`src/rtl/read_reorder_buffer_pkg.sv`:
```
// Shared widths and types for the read reorder buffer.
// Widths follow the AXI_DATA_WIDTH, TID_WIDTH and AXI_ID_WIDTH build macros.
`ifndef AXI_DATA_WIDTH
`define AXI_DATA_WIDTH 32
`endif

`ifndef TID_WIDTH
`define TID_WIDTH 4
`endif

`ifndef AXI_ID_WIDTH
`define AXI_ID_WIDTH 4
`endif

package read_reorder_buffer_pkg;

   localparam int unsigned DATA_WIDTH = `AXI_DATA_WIDTH;
   localparam int unsigned TID_WIDTH  = `TID_WIDTH;
   localparam int unsigned ID_WIDTH   = `AXI_ID_WIDTH;

   localparam int unsigned ROB_DEPTH = 2 ** TID_WIDTH;
   // One extra pointer bit tells full from empty
   localparam int unsigned PTR_WIDTH = TID_WIDTH + 1;

   typedef logic [TID_WIDTH-1:0]  tid_t;
   typedef logic [PTR_WIDTH-1:0]  ptr_t;
   typedef logic [DATA_WIDTH-1:0] data_t;
   typedef logic [ID_WIDTH-1:0]   id_t;

   // Fill word layout: tag in the MSBs, data in the LSBs
   typedef struct packed {
      tid_t  tid;
      data_t data;
   } fill_t;

   function automatic tid_t slot_of(ptr_t ptr);
      return ptr[TID_WIDTH-1:0];
   endfunction

endpackage

```
`src/rtl/read_reorder_buffer_if.sv`:
```
// Tag allocation, fill and AXI R signals of the read reorder buffer.
// master: the surrounding read path; slave: the reorder buffer.
interface read_reorder_buffer_if;
   import read_reorder_buffer_pkg::*;

   logic  alloc_req_i;
   id_t   alloc_id_i;
   logic  alloc_gnt_o;
   tid_t  alloc_tid_o;
   logic  hit_we_i;
   fill_t hit_wdata_i;
   logic  miss_we_i;
   logic  miss_full_o;
   fill_t miss_wdata_i;
   logic  rvalid_o;
   logic  rready_i;
   data_t rdata_o;
   id_t   rid_o;
   logic  [1:0] rresp_o;
   logic  rlast_o;
   logic  err_o;

   modport master (
      output alloc_req_i, alloc_id_i, hit_we_i, hit_wdata_i, miss_we_i, miss_wdata_i, rready_i,
      input  alloc_gnt_o, alloc_tid_o, miss_full_o, rvalid_o, rdata_o, rid_o, rresp_o, rlast_o,
             err_o
   );

   modport slave (
      input  alloc_req_i, alloc_id_i, hit_we_i, hit_wdata_i, miss_we_i, miss_wdata_i, rready_i,
      output alloc_gnt_o, alloc_tid_o, miss_full_o, rvalid_o, rdata_o, rid_o, rresp_o, rlast_o,
             err_o
   );

endinterface

```
`src/rtl/read_reorder_buffer_rob_ram.sv`:
```
// Beat storage: one synchronous write port, one asynchronous read port.
module read_reorder_buffer_rob_ram
   import read_reorder_buffer_pkg::*;
(
   input  logic  clk,
   input  logic  we,
   input  tid_t  waddr,
   input  data_t wdata,
   input  tid_t  raddr,
   output data_t rdata
);

   data_t mem [ROB_DEPTH];

   // Store a fill beat
   always_ff @(posedge clk) begin
      if (we) begin
         mem[waddr] <= wdata;
      end
   end

   assign rdata = mem[raddr];

endmodule

```
`src/rtl/read_reorder_buffer.sv`:
```
// Read reorder buffer: hands out tags in request order, takes out-of-order fills from the
// hit path and the miss handler, returns beats on AXI R in allocation order.
// READ_ROB_CHECK_EN: drop fills to unallocated or already-filled slots and raise sticky err_o.
module read_reorder_buffer
   import read_reorder_buffer_pkg::*;
(
   input logic clk,
   input logic rst_n,
   read_reorder_buffer_if.slave bus
);

   ptr_t                 head_q;
   ptr_t                 tail_q;
   ptr_t                 occupancy;
   logic [ROB_DEPTH-1:0] alloc_q;
   logic [ROB_DEPTH-1:0] valid_q;
   id_t                  id_q [ROB_DEPTH];
   logic                 rvalid_q;
   data_t                rdata_q;
   id_t                  rid_q;
   tid_t                 head_slot;
   tid_t                 tail_slot;
   logic                 alloc_fire;
   logic                 drain_fire;
   logic                 wr_sel;
   logic                 wr_en;
   fill_t                wr_fill;
   data_t                ram_rdata;

   assign occupancy  = tail_q - head_q;
   assign head_slot  = slot_of(head_q);
   assign tail_slot  = slot_of(tail_q);

   assign bus.alloc_gnt_o = (occupancy != ptr_t'(ROB_DEPTH));
   assign bus.alloc_tid_o = tail_slot;
   assign alloc_fire      = bus.alloc_req_i & bus.alloc_gnt_o;

   // Single write port: the hit path wins, the miss handler retries
   assign bus.miss_full_o = bus.hit_we_i;
   assign wr_sel          = bus.hit_we_i | bus.miss_we_i;
   assign wr_fill         = bus.hit_we_i ? bus.hit_wdata_i : bus.miss_wdata_i;

`ifdef READ_ROB_CHECK_EN
   logic wr_bad;
   logic err_q;

   assign wr_bad = wr_sel & (~alloc_q[wr_fill.tid] | valid_q[wr_fill.tid]);
   assign wr_en  = wr_sel & ~wr_bad;

   // Latch any illegal fill until reset
   always_ff @(posedge clk) begin
      if (!rst_n) begin
         err_q <= 1'b0;
      end else if (wr_bad) begin
         err_q <= 1'b1;
      end
   end

   assign bus.err_o = err_q;
`else
   assign wr_en     = wr_sel;
   assign bus.err_o = 1'b0;
`endif

   // Drain sees pre-edge valid, so a fill to the head drains one cycle later
   assign drain_fire = alloc_q[head_slot] & valid_q[head_slot] & (~rvalid_q | bus.rready_i);

   read_reorder_buffer_rob_ram u_rob_ram (
      .clk   (clk),
      .we    (wr_en),
      .waddr (wr_fill.tid),
      .wdata (wr_fill.data),
      .raddr (head_slot),
      .rdata (ram_rdata)
   );

   // Tag bookkeeping: allocate at tail, mark fills, retire at head
   always_ff @(posedge clk) begin
      if (!rst_n) begin
         head_q  <= '0;
         tail_q  <= '0;
         alloc_q <= '0;
         valid_q <= '0;
      end else begin
         if (alloc_fire) begin
            alloc_q[tail_slot] <= 1'b1;
            valid_q[tail_slot] <= 1'b0;
            tail_q             <= tail_q + 1'b1;
         end
         if (wr_en) begin
            valid_q[wr_fill.tid] <= 1'b1;
         end
         if (drain_fire) begin
            alloc_q[head_slot] <= 1'b0;
            valid_q[head_slot] <= 1'b0;
            head_q             <= head_q + 1'b1;
         end
      end
   end

   // Capture the AXI ID that goes back with each tag
   always_ff @(posedge clk) begin
      if (alloc_fire) begin
         id_q[tail_slot] <= bus.alloc_id_i;
      end
   end

   // R output register: load on drain, hold while stalled, drop on accept
   always_ff @(posedge clk) begin
      if (!rst_n) begin
         rvalid_q <= 1'b0;
         rdata_q  <= '0;
         rid_q    <= '0;
      end else if (drain_fire) begin
         rvalid_q <= 1'b1;
         rdata_q  <= ram_rdata;
         rid_q    <= id_q[head_slot];
      end else if (bus.rready_i) begin
         rvalid_q <= 1'b0;
      end
   end

   assign bus.rvalid_o = rvalid_q;
   assign bus.rdata_o  = rdata_q;
   assign bus.rid_o    = rid_q;
   assign bus.rresp_o  = 2'b00;
   assign bus.rlast_o  = 1'b1;

endmodule
```
`src/flat_wrapper.sv`:
```
// flat-port wrapper written by rule: the top's interface ports become plain ports
module read_reorder_buffer_flat import read_reorder_buffer_pkg::*;
  (clk, rst_n, bus_alloc_req_i, bus_alloc_id_i, bus_hit_we_i, bus_hit_wdata_i, bus_miss_we_i, bus_miss_wdata_i, bus_rready_i, bus_alloc_gnt_o, bus_alloc_tid_o, bus_miss_full_o, bus_rvalid_o, bus_rdata_o, bus_rid_o, bus_rresp_o, bus_rlast_o, bus_err_o);
  read_reorder_buffer_if bus_i ();
  input logic clk;
  input logic rst_n;
  input wire logic [$bits(bus_i.alloc_req_i)-1:0] bus_alloc_req_i;
  input wire logic [$bits(bus_i.alloc_id_i)-1:0] bus_alloc_id_i;
  input wire logic [$bits(bus_i.hit_we_i)-1:0] bus_hit_we_i;
  input wire logic [$bits(bus_i.hit_wdata_i)-1:0] bus_hit_wdata_i;
  input wire logic [$bits(bus_i.miss_we_i)-1:0] bus_miss_we_i;
  input wire logic [$bits(bus_i.miss_wdata_i)-1:0] bus_miss_wdata_i;
  input wire logic [$bits(bus_i.rready_i)-1:0] bus_rready_i;
  output wire logic [$bits(bus_i.alloc_gnt_o)-1:0] bus_alloc_gnt_o;
  output wire logic [$bits(bus_i.alloc_tid_o)-1:0] bus_alloc_tid_o;
  output wire logic [$bits(bus_i.miss_full_o)-1:0] bus_miss_full_o;
  output wire logic [$bits(bus_i.rvalid_o)-1:0] bus_rvalid_o;
  output wire logic [$bits(bus_i.rdata_o)-1:0] bus_rdata_o;
  output wire logic [$bits(bus_i.rid_o)-1:0] bus_rid_o;
  output wire logic [$bits(bus_i.rresp_o)-1:0] bus_rresp_o;
  output wire logic [$bits(bus_i.rlast_o)-1:0] bus_rlast_o;
  output wire logic [$bits(bus_i.err_o)-1:0] bus_err_o;
  assign bus_i.alloc_req_i = bus_alloc_req_i;
  assign bus_i.alloc_id_i = bus_alloc_id_i;
  assign bus_i.hit_we_i = bus_hit_we_i;
  assign bus_i.hit_wdata_i = bus_hit_wdata_i;
  assign bus_i.miss_we_i = bus_miss_we_i;
  assign bus_i.miss_wdata_i = bus_miss_wdata_i;
  assign bus_i.rready_i = bus_rready_i;
  assign bus_alloc_gnt_o = bus_i.alloc_gnt_o;
  assign bus_alloc_tid_o = bus_i.alloc_tid_o;
  assign bus_miss_full_o = bus_i.miss_full_o;
  assign bus_rvalid_o = bus_i.rvalid_o;
  assign bus_rdata_o = bus_i.rdata_o;
  assign bus_rid_o = bus_i.rid_o;
  assign bus_rresp_o = bus_i.rresp_o;
  assign bus_rlast_o = bus_i.rlast_o;
  assign bus_err_o = bus_i.err_o;
  read_reorder_buffer u_core (.clk(clk), .rst_n(rst_n), .bus(bus_i));
endmodule
```
`config.mk`:
```
export PLATFORM = sky130hd
export DESIGN_NAME = read_reorder_buffer_flat
export DESIGN_NICKNAME = d
export VERILOG_FILES = /design/src/rtl/read_reorder_buffer_pkg.sv /design/src/rtl/read_reorder_buffer_if.sv /design/src/rtl/read_reorder_buffer_rob_ram.sv /design/src/rtl/read_reorder_buffer.sv /design/src/flat_wrapper.sv
export SDC_FILE = /design/constraint.sdc
export NUM_CORES = 1
export LEC_CHECK = 0
export BUFFER_PORTS_ARGS = -buffer_cell sky130_fd_sc_hd__clkbuf_2
export CAP_MARGIN = 20
export CORE_AREA = 2 2 275 277
export CTS_CLUSTER_SIZE = 40
export DETAILED_ROUTE_END_ITERATION = 6
export DIE_AREA = 0 0 277 279
export GPL_TIMING_DRIVEN = 1
export PLACE_DENSITY = 0.58
export REMOVE_ABC_BUFFERS = 1
export SYNTH_ARGS = -nofsm -noshare
export SYNTH_HDL_FRONTEND = slang
export SYNTH_SLANG_ARGS = --single-unit
```
`constraint.sdc`:
```
create_clock -name clk -period 3.28 [get_ports clk]
set_input_delay 0 -clock clk [delete_from_list [all_inputs] [get_ports clk]]
set_output_delay 0 -clock clk [all_outputs]
set_load 0.01 [all_outputs]
```
### Word-level counts from Yosys, hierarchy flattened

Memories as Yosys holds them, arrays and structs flattened. A register that Yosys moved wholly into a read port is not among the register bits.
Index checks and enable logic that the tools add are counted.

| operators by class | value |
|---|---|
| add/sub/neg operators | 3 |
| $lt $le $gt $ge | 6 |
| equal/unequal tests | 1 |
| multiplexer cells | 25 |
| bitwise logic cells | 13 |
| reductions and logical operators | 6 |

Operators with widths:

| operator | number |
|---|---|
| $mux 16 | 8 |
| $and 16x16->16 | 3 |
| $mux 36 | 1 |
| $not 16->16 | 2 |
| $or 16x16->16 | 2 |
| $lt 4x5->1 const B | 3 |
| $demux 1 s4 | 3 |
| $ge 4x1->1 const B | 3 |
| $mux 1 | 11 |
| $add 5x1->5 const B | 2 |
| $bmux 1 s4 | 2 |
| $ne 5x5->1 const B | 1 |
| $sub 5x5->5 | 1 |
| $and 1x1->1 | 3 |
| $logic_and 1x1->1 | 3 |
| $logic_not 1->1 | 2 |
| $or 1x1->1 | 2 |
| $reduce_bool 2->1 | 1 |
| $not 1->1 | 1 |

| word-level totals | value |
|---|---|
| register bits after elaboration | 43 |
| bits in writable memories | 576 |
| bits of input ports | 82 |
| output and inout bits | 47 |
| word-level logic and storage cells | 61 |
| memories | 2 |

Memory list:

| name | words | bits a word | read ports | clocked after Yosys merged registers in | write ports | line | text |
|---|---|---|---|---|---|---|---|
| u_core.u_rob_ram.mem | 16 | 32 | 1 | 1 | 1 | read_reorder_buffer_rob_ram.sv:13 | `data_t mem [ROB_DEPTH];` |
| u_core.id_q | 16 | 4 | 1 | 1 | 1 | read_reorder_buffer.sv:17 | `id_t id_q [ROB_DEPTH];` |

### Depth between registers and ports, before layout

| logic depth | value |
|---|---|
| word-level depth | 13 |
| gate-level depth with buffers | 11 |
| depth with buffers taken out | 8 |

### By module

From an unflattened synthesis, not the netlist that was laid out.

| second synthesis, totals | value |
|---|---|
| cell total of the unflattened synthesis | 1426 |
| area, all modules | 26200.1 sq um |

By module, submodules not included:

| module | instances | cells each | area an instance (sq um) | sequential area each (sq um) |
|---|---|---|---|---|
| read_reorder_buffer_rob_ram | 1 | 806 | 19213.4 | 15374.7 |
| read_reorder_buffer | 1 | 620 | 6986.7 | 3503.4 |

### Least setup slack after synthesis

OpenSTA, ideal clock, no wires.

| timing path | value |
|---|---|
| path type | register to register |
| from | register u_core.head_q[3] |
| to | memory u_core.id_q[15][0] (netlist name) (enable) |
| library setup time | 0.377 ns |
| arrival | 2.203 ns |
| required time | 2.903 ns |
| path slack | 0.700 ns |
| stages on the path, launching flop included | 9 |
| buffers on the path | 3 |
| period minus slack after synthesis | 2.580 ns |
| path through | dfxtp_1 > buf_4 > inv_2 > clkbuf_1 > ha_1 > and3_1 > o211a_1 > clkbuf_1 > nor3_1 |

| on the way | value |
|---|---|
| word-level cells in the longest chain between the ends | 5 |

Ends and longest elaborated chain:

| item | line | text |
|---|---|---|
| from (decl) | read_reorder_buffer.sv:12 | `ptr_t head_q;` |
| from (signal assigned) | read_reorder_buffer.sv:96 | `head_q <= head_q + 1'b1;` |
| $sub 5x5->5 | read_reorder_buffer.sv:30 | `assign occupancy = tail_q - head_q;` |
| $ne 5x5->1 | read_reorder_buffer.sv:34 | `assign bus.alloc_gnt_o = (occupancy != ptr_t'(ROB_DEPTH));` |
| $and 1x1->1 | read_reorder_buffer.sv:36 | `assign alloc_fire = bus.alloc_req_i & bus.alloc_gnt_o;` |
| $mux 1 | read_reorder_buffer.sv:103 | `if (alloc_fire) begin` |
| $mux 1 (not written as such) | read_reorder_buffer.sv:104 | `id_q[tail_slot] <= bus.alloc_id_i;` |
| to (decl) | read_reorder_buffer.sv:17 |  |

No other way between the ends.

### Final worst setup path

| timing path | value |
|---|---|
| from | register u_core.head_q[2] |
| to | memory u_core.id_q[8][0] (netlist name) (enable) |

The elaborated chain is that of the path after synthesis.

==> key figures <==
Synth
  • Top-area cell type share of the netlist area: 0.668
  • Count of different cell masters after synthesis: 44
  • #FFs+latches synth: 655
  • Ys async rst share: 0
  • Post-Syn Instances: 1365
  • Top FF cell, synth: edfxtp_1
  • Ranking of synthesized cells by area: edfxtp_1 (67%), mux4_2 (13%), dfxtp_1 (6.1%)
  • Syn_area_per_cell: 19.0 sq um
  • Synth warnings: 0
  • Synth area leader: edfxtp_1
  • EDFF count, synth: 576
  • Synth Cell Area: 0.0259 sq mm
  • Sequential area share after synthesis: 0.729

Die
  • Die height: 279 um
  • Die ar.: 0.0773 sq mm
  • I/O pin count: 129
  • Starting Density: 0.349
  • DIE WIDTH: 277 um
  • Row count: 100
  • Core Area: 0.0741 sq mm

Critical path
  • WS Path Type: reg -> reg
  • Crit path DAT: 3.16 ns
  • CP max-delay cell: nor3_1
  • CP required: 3.50 ns
  • CP cell instances: clkinv_1, ha_1, and3_1, o211a_1, buf_4, nor3_1
  • Slowest stage delay, CP: 0.69 ns
  • CP startpoint kind: register
  • Crit-path max FO: 11
  • CP Capture Type: register

Clock network
  • H-tree depth: 3
  • Clk buf depth: 3
  • CTS clk-pin slew, worst paths: 0.06 ns
  • CTS Buf Count: 71
  • TritonCTS clock tree: done
  • Clock root cell: clkbuf_16
  • Post-CTS setup buffer count: 0
  • Worst skew pair latency: 0.62 ns
  • Clock sinks: 655

STA
  • Slew HR: 0.268
  • Worst setup skew after layout: 0.0246 ns
  • Hold Vio Cnt, Final: 0
  • Crit path time final: 2.93 ns
  • TNS Setup: 0 ns
  • Slew @ Worst Pin: 1.09 ns
  • Max Freq: 341 MHz
  • RSZ-0062 raised after global routing: false
  • Final Cycle Share: 0.894
  • # setup viols final: 0
  • Max-slew violations: 0

Layout
  • Layout cell share with drive strength beyond 1: 0.308
  • Commonest non-fill, non-tap cell in the layout: edfxtp_1
  • Final Instance Count excl. Fillers: 2627
  • Fillers: 6525
  • Area of the multi-input gates: 0.00667 sq mm
  • Most frequent cells in the layout: edfxtp_1 (576), mux4_2 (149), clkbuf_2 (123)
  • Fin nets: 1693
  • FF+latch area: 0.0189 sq mm
  • Antenna Cells: 0
  • Layout area overhead: 20.2%

Placed design
  • Detail Placement HPWL: 36200 um
  • Cell Count Post-Placement: 2423
  • GP Congestion: 0.800
  • Port bufs: 124

Power and ir drop
  • Internal Power: 0.0145 W
  • Clk pwr share: 0.443
  • VDD IR max: 365 uV
  • Leak pwr: 10.3 nW
  • Switching power: 0.00376 W
  • Sequential Power Share: 0.517
  • Sw frac: 0.207
  • Logic pwr share: 0.040
  • PD cells: 586 mW/mm^2

Global routing
  • Vias in the first global route: 14383
  • Largest net degree at the start of global routing: 152
  • Initial antenna violation count: 0
  • First-pass GRT wire length: 92300 um
  • Gr usage total: 0.161
  • GRT overflow: 0

Routing
  • WL per Instance: 23.7 um
  • Vias per cell: 5.23
  • Vias: 13745
  • Residual DRC count: 0
  • WL final: 62200 um
  • DRT Pass-1 Iters: 5
  • ANT nets after route: 0
  • DR iter-0 viols: 1202

Run status
  • Status: finished clean

Min path
  • Hold Path Class: in -> reg

Run
  • Max-cap violation count: 0
[synth_stat cells, types with 8 or more instances]
cell type	instances
dfxtp_1	79
ha_1	12
nand2_1	74
mux2_2	33
nand3_1	13
nor2_1	37
clkbuf_1	49
buf_2	13
buf_4	11
a22o_1	72
buf_1	9
a21oi_1	14
o41ai_1	8
o221a_2	8
mux2i_1	41
o221ai_1	8
mux4_2	149
o21ai_0	41
nor3_1	26
nor4_1	13
inv_1	20
edfxtp_1	576
[cells by family after synthesis]
kind of cell    Yosys count  synth area share
compound gates          174            0.0517
xor+xnor                  3           0.00102
fa+ha+maj                12           0.00580
buf+inv                 110            0.0194
flops                   655             0.729
mux                     223             0.160
other cells               2          0.000290
simple gates            186            0.0325
[final cells by class]
type | count | area share
sequential | 655 | 0.607
clock buffer | 97 | 0.0645
timing repair buffer | 245 | 0.0595
multi-input combinational | 602 | 0.214
tap | 969 | 0.0390
inverter | 24 | 0.00298
clock inverter | 35 | 0.0126
[sequential cells by signal (all words and copies together) (netlist names)]
| register | count |
|---|---|
| u_core.head_q | 5 |
| u_core.id_q | 64 |
| u_core.bus.rdata_o | 32 |
| u_core.alloc_q | 16 |
| u_core.bus.rid_o | 4 |
| u_core.valid_q | 16 |
| u_core.bus.rvalid_o | 1 |
| u_core.u_rob_ram.mem | 512 |
| u_core.tail_q | 5 |
[layer usage]
metal	share of wire	vias up	routed length (um)	track usage
li1	-	6063	-	-
met1	0.43	7218	26600	0.212
met2	0.50	394	31300	0.277
met3	0.052	70	3240	0.0259
met4	0.016	0	1020	0.0447
met5	0	-	0	0
[path summary, 6_finish.rpt]
check                                         start                           to  slack [ns]  cells past startpoint
worst max-delay path               u_core.head_q[2]            u_core.id_q[8][0]        0.35                      6
worst min register to register  u_core.bus.rid_o[2]          u_core.bus.rid_o[2]        0.46                      2
worst max register to register     u_core.head_q[2]            u_core.id_q[8][0]        0.35                      6
worst min-delay path            bus_miss_wdata_i[4]  u_core.u_rob_ram.mem[10][4]        0.04                      2
[critical path: cells and delay by family (launching register included)]
kind,cells,cell delay [ns]
and+or+nand+nor,2,0.87
AOI/OAI and AO/OA,1,0.34
adders and majority gates,1,0.32
DFF,1,0.61
buffers and inverters,2,0.42
[power by group through the flow]
stage | logic [W] | clock network [W] | registers, W
after floorplan | 0.000329 | 0 | 0.00958
final | 0.000722 | 0.00807 | 0.00942
after CTS | 0.000734 | 0.00824 | 0.00942
after global placement | 0.000630 | 0 | 0.00958
after detailed placement | 0.000649 | 0 | 0.00959
after global routing | 0.000785 | 0.00856 | 0.00943
[metrics by stage]
stage / util / hold WS (ns) / setup WS (ns) / power (W) / area, sq um
after floorplan: - / 0 / -5.56 / 0.00991 / 25500
after global placement: 0.378 / 0.308 / 0.397 / 0.0102 / 28000
after detailed placement: 0.378 / 0.334 / 0.378 / 0.0102 / 28000
after CTS: 0.420 / 0.00214 / 0.359 / 0.0184 / 31100
final: 0.420 / 0.0382 / 0.347 / 0.0182 / 31100
after global routing: 0.420 / 0.0467 / 0.170 / 0.0188 / 31100
[what timing repair did]
action / in CTS / in global routing
gates resized for setup: 0 / 0
hold endpoints to repair: 595 / 0
hold buffers: 72 / 0
Note: power is estimated with default switching activity, not from simulation.
